==> src/rtl/operand_seq.sv <==
// Operand sequencer: collects A then B (with op select), drives an external
// adder/subtractor, captures its result and holds it until downstream takes it.
// Build option: OPSEQ_FLAGS_EN enables the zero and carry/borrow flags.
module operand_seq #(
   parameter int dw = 8
) (
   input  logic          clk,
   input  logic          reset_n,
   input  logic          in_valid,
   input  logic [dw-1:0] in_data,
   input  logic          in_op,
   output logic          in_ready,
   output logic [dw-1:0] dataa,
   output logic [dw-1:0] datab,
   output logic          add_sub,
   input  logic [dw-1:0] result,
   output logic          out_valid,
   input  logic          out_ready,
   output logic [dw-1:0] out_data,
   output logic          flag_z,
   output logic          flag_c,
   output logic [7:0]    op_count
);

   typedef enum logic [1:0] {LOAD_A, LOAD_B, EXEC, HOLD} state_e;

   state_e        state_q, state_d;
   logic [dw-1:0] dataa_q, datab_q, out_data_q;
   logic          add_sub_q;
   logic [7:0]    op_count_q;
   logic          in_xfer, out_xfer;

   assign in_xfer  = in_valid & in_ready;
   assign out_xfer = out_valid & out_ready;

   always_ff @(posedge clk) begin
      if (!reset_n) state_q <= LOAD_A;
      else          state_q <= state_d;
   end

   always_comb begin
      state_d = state_q;
      case (state_q)
         LOAD_A:  if (in_xfer)  state_d = LOAD_B;
         LOAD_B:  if (in_xfer)  state_d = EXEC;
         EXEC:                  state_d = HOLD;
         HOLD:    if (out_xfer) state_d = LOAD_A;
         default:               state_d = LOAD_A;
      endcase
   end

   always_comb begin
      in_ready  = (state_q == LOAD_A) || (state_q == LOAD_B);
      out_valid = (state_q == HOLD);
   end

   always_ff @(posedge clk) begin
      if (!reset_n) begin
         dataa_q    <= '0;
         datab_q    <= '0;
         add_sub_q  <= 1'b1;
         out_data_q <= '0;
         op_count_q <= 8'd0;
      end else begin
         if (in_xfer && state_q == LOAD_A) dataa_q <= in_data;
         if (in_xfer && state_q == LOAD_B) begin
            datab_q   <= in_data;
            add_sub_q <= in_op;
         end
         if (state_q == EXEC) out_data_q <= result;
         if (out_xfer)        op_count_q <= op_count_q + 8'd1;
      end
   end

`ifdef OPSEQ_FLAGS_EN
   logic          flag_z_q, flag_c_q, carry_d;
   logic [dw:0]   sum_ext;

   // Carry and borrow come from the operands, not the returned result.
   assign sum_ext = {1'b0, dataa_q} + {1'b0, datab_q};
   assign carry_d = add_sub_q ? sum_ext[dw] : (dataa_q < datab_q);

   always_ff @(posedge clk) begin
      if (!reset_n) begin
         flag_z_q <= 1'b0;
         flag_c_q <= 1'b0;
      end else if (state_q == EXEC) begin
         flag_z_q <= (result == '0);
         flag_c_q <= carry_d;
      end
   end

   assign flag_z = flag_z_q;
   assign flag_c = flag_c_q;
`else
   assign flag_z = 1'b0;
   assign flag_c = 1'b0;
`endif

   assign dataa    = dataa_q;
   assign datab    = datab_q;
   assign add_sub  = add_sub_q;
   assign out_data = out_data_q;
   assign op_count = op_count_q;

endmodule

==> config.mk <==
export PLATFORM = sky130hd
export DESIGN_NAME = operand_seq
export DESIGN_NICKNAME = d
export VERILOG_FILES = /design/src/rtl/operand_seq.sv
export SDC_FILE = /design/constraint.sdc
export NUM_CORES = 1
export LEC_CHECK = 0
export BUFFER_PORTS_ARGS = -buffer_cell sky130_fd_sc_hd__clkbuf_2
export CAP_MARGIN = 0
export CORE_UTILIZATION = 49
export CTS_BUF_LIST = sky130_fd_sc_hd__clkbuf_8
export CTS_CLUSTER_SIZE = 14
export DETAILED_ROUTE_END_ITERATION = 10
export PLACE_DENSITY_LB_ADDON = 0.2
export SYNTH_ARGS = -nofsm -noshare
export SYNTH_HDL_FRONTEND = slang
export SYNTH_SLANG_ARGS = --single-unit
export TNS_END_PERCENT = 5
==> constraint.sdc <==
create_clock -name clk -period 1.5 [get_ports clk]
set_input_delay 0.225 -clock clk [delete_from_list [all_inputs] [get_ports clk]]
set_output_delay 0.225 -clock clk [all_outputs]
set_load 0.1 [all_outputs]
==> results.toml, run 1 <==
[clock_network]
tritoncts = "built"
cts_root_buf = "clkbuf_8"
clock-sinks = 35
clk_pin_slew_ns = 0.07
clk_latency_ns = 0.28
cts_buffers = 5
cts_max_level = 2
cts_buffer_depth = 2

[setup_path]
worstPathArrival_ns = 1.76
path_class = "register to register"
cp.required_ns = 1.72
r2r-start = "state_q[0]$_SDFFE_PN0P_"
slowest_delay_ns = 0.46
r2r_end = "op_count[7]$_SDFFE_PN0P_"
cp-start-kind = "register"
crit_slowest_cell = "or4_1"
r2r_setup_slack_ns = -0.05
worstPathCellList = "buf_12 > ha_4 > nand4_1 > or4_1 > a21oi_2"
endpoint_kind = "register"
worstPathMaxFanout = 7
r2r_cells = 5

[min_path]
hp-class = "primary input to register"
min_path_cells = 2
hold_end = "add_sub$_SDFFE_PN1P_"
hp-start = "reset_n"

[global_routing]
grt_remaining_overflow = 0
antenna_found_initial = 0
grt_pass1_wl_microns = 5260
grt_max_degree = 16
grt_pass1_vias = 1258
grt_use_total_pct = 21.1

[logic_synthesis]
synth-async-reset-ratio_pct = 0
mappedNetlistArea_sq_um = 1410
yosysWarnings = 0
synth_sequential_area_ratio_pct = 49.8
avgSynthCellArea_sq_um = 8.58
ys_ff_latch = 35
netlist.area_leader.share_pct = 49.8
synth.most_common_cell = "dfxtp_1"
netlist_instances = 164
ys.flop_type = "dfxtp_1"
synth_edf_count = 0
synth_area_leader_cell = "dfxtp_1"
ys_types = 30
synthTopCellsByArea = "dfxtp_1 50%, a21oi_1 8.5%, nand2_1 8.3%"
synth_common_cells = "35 x dfxtp_1, 31 x nand2_1, 24 x a21oi_1, 13 x nand3_1, 10 x nor2_1"

[pwr]
switching_share_pct = 48.9
power.internal_mw = 2.08
ir_drop_uv = 1880
powerDensity_nw_per_um2 = 2090
p_clk_share_pct = 18.0
p_sw_mw = 1.99
leakage_nw = 0.841
sequentialPowerShare_pct = 29.1
comb_power_share_pct = 52.9
total_power_mw = 4.07

[floorplanning]
start_util_pct = 51.5
pin_count = 58
die_y_microns = 55.6
row_count = 19
die-area_sq_um = 3090
core_area_sq_um = 2730
fp.dieW_microns = 55.6

[placement]
portBuffers = 55
dp.cells = 246
dp_hpwl_microns = 2250
gp_congestion = 0.749

[route]
dr.pass1.iters = 4
wire_per_inst_microns = 12.1
ant_nets = 0
first_iter_violations = 70
vias_per_cell = 5.22
drc = 0
routed_wl_microns = 3100
vias = 1342

[timing]
hold_viol = 0
grt_setup_unrepaired = "yes"
holdWs_ns = 0.125
setup_ws_ns = -0.0454
finalSetupViolations = 2
fmax_mhz = 647
skew_ns = 0.00453
finalCritPeriodShare_pct = 103
drv_slew = 0
slew_headroom_pct = 63.7
period_minus_slack_ns = 1.55
worst_pin_slew_ns = 0.547

[finish]
stdcell_count = 257
utilization_pct = 71.4
antenna_cells = 0
fill_cells = 215
final_layout_size_suffix_gt1_share_pct = 39.8
area_delta_synth_final_pct = 38.6
fin_nets = 251

[outcome]
outcome = "finished with violations"
violations = "negative setup slack"

[flow_run]
maxCapViolCount = 0
==> kinds of logic after synthesis <==
logic type               Yosys count  synth area share, %
AO/OA/AOI/OAI                     32                 12.1
XOR/XNOR                           2                 1.24
adder cells (fa/ha/maj)            5                 4.44
buffers and inverters             14                 4.44
flip-flops                        35                 49.8
multiplexers                       8                 5.69
other                              1                0.266
AND/OR/NAND/NOR                   67                 22.0
==> power by group through the flow <==
stage / sequential [mW] / clock [mW] / combinational [mW]
after floorplan: 2.05 / 0 / 0.746
after global placement: 1.18 / 0 / 1.96
after detailed placement: 1.19 / 0 / 1.99
after CTS: 1.18 / 0.749 / 2.15
after global routing: 1.20 / 0.795 / 2.26
final: 1.18 / 0.735 / 2.15
==> placed cells by master, fill, tap and decap left out, drive strengths merged, types with 2 or more instances in the layout <==
cell type / instances
a21oi: 24
inv: 4
buf: 9
or3: 4
nand2: 31
nand4: 2
clkbuf: 60
dfxtp: 35
o21ai: 5
nor2: 10
conb: 2
nand3: 13
ha: 5
mux2i: 8
==> routing by layer <==
| layer | up-vias | wire length, microns | track usage (%) |
|---|---|---|---|
| met5 | - | 0 | 0 |
| met2 | 39 | 1580 | 36.1 |
| met1 | 630 | 1350 | 25.7 |
| met3 | 3 | 148 | 6.51 |
| met4 | 0 | 21 | 5.36 |
| li1 | 670 | - | - |
==> flip-flops by register name, indices dropped and copies added (netlist names) <==
| signal | count |
|---|---|
| out_data | 8 |
| dataa | 8 |
| add_sub | 1 |
| op_count | 8 |
| datab | 8 |
| state_q | 2 |
==> worst max-delay path by stage <==
stage	from	end	slack, ns
floorplan	state_q[0]$_SDFFE_PN0P_	op_count[7]$_SDFFE_PN0P_	-0.09
global placement	state_q[0]$_SDFFE_PN0P_	op_count[7]$_SDFFE_PN0P_	0.08
detailed placement	state_q[0]$_SDFFE_PN0P_	op_count[7]$_SDFFE_PN0P_	0.006
CTS	state_q[0]$_SDFFE_PN0P_	in_ready	-0.03
global route	state_q[0]$_SDFFE_PN0P_	op_count[7]$_SDFFE_PN0P_	-0.10
finish	state_q[0]$_SDFFE_PN0P_	op_count[7]$_SDFFE_PN0P_	-0.05
==> through the flow <==
stage | setup TNS (ns) | setup WS (ns) | area [sq um]
2_1_floorplan | -0.193 | -0.0924 | 1440
3_3_place_gp | 0 | 0.0841 | 1770
6_report | -0.0672 | -0.0454 | 1950
4_1_cts | -0.0270 | -0.0270 | 1940
3_5_place_dp | 0 | 0.00588 | 1770
5_1_grt | -0.204 | -0.103 | 1950
==> what timing repair did <==
item / 4_1_cts / 5_1_grt
buffers inserted: 3 / 0
hold endpoints to repair: 0 / 0
pin swaps: 2 / 0
hold buffers: 0 / 0
resized for setup: 10 / 2
setup endpoints to repair: 2 / 4
==> worst max-delay path, delay by kind of cell (launching register included) <==
family                     cells  cell delay, ns
and+or+nand+nor                2            0.65
DFF                            1            0.40
adders and majority gates      1            0.18
AOI/OAI and AO/OA              1            0.15
buffers and inverters          1            0.11
==> cell type report <==
type / count / area [sq um] / area share [%]
clock buffer: 7 / 96.3 / 4.94
clock inverter: 1 / 7.51 / 0.385
inverter: 5 / 21.3 / 1.09
multi-input combinational: 116 / 697 / 35.7
sequential: 35 / 719 / 36.9
tap: 31 / 38.8 / 1.99
timing repair buffer: 62 / 370 / 19.0
Power figures use the tool's default switching activity.
==> run 2, diff against run 1 <==
--- a/config.mk
+++ b/config.mk
@@ -9,7 +9,6 @@
 export CAP_MARGIN = 0
 export CORE_UTILIZATION = 49
 export CTS_BUF_LIST = sky130_fd_sc_hd__clkbuf_8
-export CTS_CLUSTER_SIZE = 14
 export DETAILED_ROUTE_END_ITERATION = 10
 export PLACE_DENSITY_LB_ADDON = 0.2
 export SYNTH_ARGS = -nofsm -noshare
==> constraint.sdc (replaced) <==
create_clock -name clk -period 1.7 [get_ports clk]
set_input_delay 0.255 -clock clk [delete_from_list [all_inputs] [get_ports clk]]
set_output_delay 0.255 -clock clk [all_outputs]
set_load 0.1 [all_outputs]
==> results.toml, run 2 (synthesis gave the netlist of run 1 again) <==
[setup_path]
r2r_cells = 5
cp.required_ns = 1.44
worstPathArrival_ns = 1.34
worstPathMaxFanout = 5
endpoint_kind = "output pin"
cp-start-kind = "register"
path_class = "register to output pin"

[timing]
skew_ns = 0.00202
hold_viol = 0
fin_setup_tns_ns = 0
drv_slew = 0
worst_pin_slew_ns = 0.862
grt_setup_unrepaired = "no"
finalSetupViolations = 0
period_minus_slack_ns = 1.60
slew_headroom_pct = 42.2
fmax_mhz = 626
finalCritPeriodShare_pct = 93.9

[outcome]
outcome = "completed"

[min_path]
min_path_cells = 2
hp-class = "primary input to register"

[global_routing]
grt_pass1_wl_microns = 5130
grt_remaining_overflow = 0
antenna_found_initial = 0
grt_pass1_vias = 1202
grt_max_degree = 35
grt_use_total_pct = 21.6

[finish]
antenna_cells = 0
area_delta_synth_final_pct = 34.6
fin_nets = 247
utilization_pct = 69.3
mostFrequentLayoutCells = "53 x clkbuf_2, 31 x nand2_1, 26 x dfxtp_1, 24 x a21oi_1, 13 x nand3_1"
fill_cells = 240
layout_commonest_cell = "clkbuf_2"
final_layout_size_suffix_gt1_share_pct = 36.9

[clock_network]
tritoncts = "built"
cts_buffers = 5
clk_latency_ns = 0.28
postCtsHoldBufs = 0
cts_buffer_depth = 2
cts_root_buf = "clkbuf_8"
clk_pin_slew_ns = 0.07
clock-sinks = 35
cts_max_level = 2

[route]
vias_per_cell = 5.26
first_iter_violations = 63
ant_nets = 0
routed_wl_microns = 3190
vias = 1332
dr.pass1.iters = 4
wire_per_inst_microns = 12.6
drc = 0

[floorplanning]
start_util_pct = 51.5
row_count = 19
fp.dieW_microns = 55.6
pin_count = 58
core_area_sq_um = 2730
die_y_microns = 55.6
die-area_sq_um = 3090

[pwr]
ir_drop_uv = 1970
powerDensity_nw_per_um2 = 1960
leakage_nw = 0.825

[placement]
dp_hpwl_microns = 2300
gp_congestion = 0.766
portBuffers = 55

[flow_run]
maxCapViolCount = 0
-- run 2: changes by cell type in the layout (fill, tap and decap cells not counted), moves of 2 or more --
cell and change:
ha_4 -2, bufinv_16 +2, buf_12 -2, inv_1 +2
buf_4 -2, ha_2 +2, clkbuf_8 -2
-- run 2: path summary, 6_finish.rpt --
path | from | to | slack (ns)
min | reset_n | add_sub$_SDFFE_PN1P_ | 0.15
max | state_q[1]$_SDFFE_PN0P_ | in_ready | 0.10
max reg2reg | state_q[1]$_SDFFE_PN0P_ | op_count[7]$_SDFFE_PN0P_ | 0.16
min reg2reg | dataa[7]$_SDFFE_PN0P_ | dataa[7]$_SDFFE_PN0P_ | 0.46
-- run 2: power breakdown --
part,total (mW),internal (mW),switching [mW]
Sequential,1.04,0.964,0.0772
Combinational,1.79,0.427,1.37
Clock,0.881,0.585,0.297
-- run 2: critical path, stage by stage (launching register included) --
cell and delay (ns):
dfxtp_4 0.37, inv_1 0.06, ha_2 0.20, or2_4 0.26
buf_12 0.17
-- run 2: layer usage --
metal / GRT usage (%) / vias up / wire [microns]
li1: - / 667 / -
met1: 22.4 / 611 / 1320
met2: 39.2 / 48 / 1620
met3: 8.37 / 6 / 202
met4: 7.86 / 0 / 41
met5: 0 / - / 0
-- run 2: layout make-up --
type | count | area [sq um] | share of cell area (%)
Clock buffer | 5 | 68.8 | 3.63
Clock inverter | 3 | 67.6 | 3.57
Inverter | 5 | 18.8 | 0.991
Multi-Input combinational cell | 116 | 668 | 35.3
Sequential cell | 35 | 717 | 37.8
Tap cell | 31 | 38.8 | 2.05
Timing Repair Buffer | 58 | 315 | 16.6
-- run 2: timing repair --
action | CTS | global route
setup endpoints to repair | 1 | 1
gates resized for setup | 6 | 1
setup buffers | 0 | 2
-- run 2: per-stage QoR --
step                hold slack [ns]  std cells  worst slack (ns)  instance area (sq um)  total power, mW
global placement              0.433        243             0.246                   1730             2.73
floorplan                     0.327        165            0.0413                   1430             2.45
CTS                           0.149        251           0.00797                   1880             3.69
finish                        0.150        253             0.103                   1890             3.72
global route                  0.148        253            0.0553                   1890             3.87
detailed placement            0.441        243             0.153                   1730             2.78
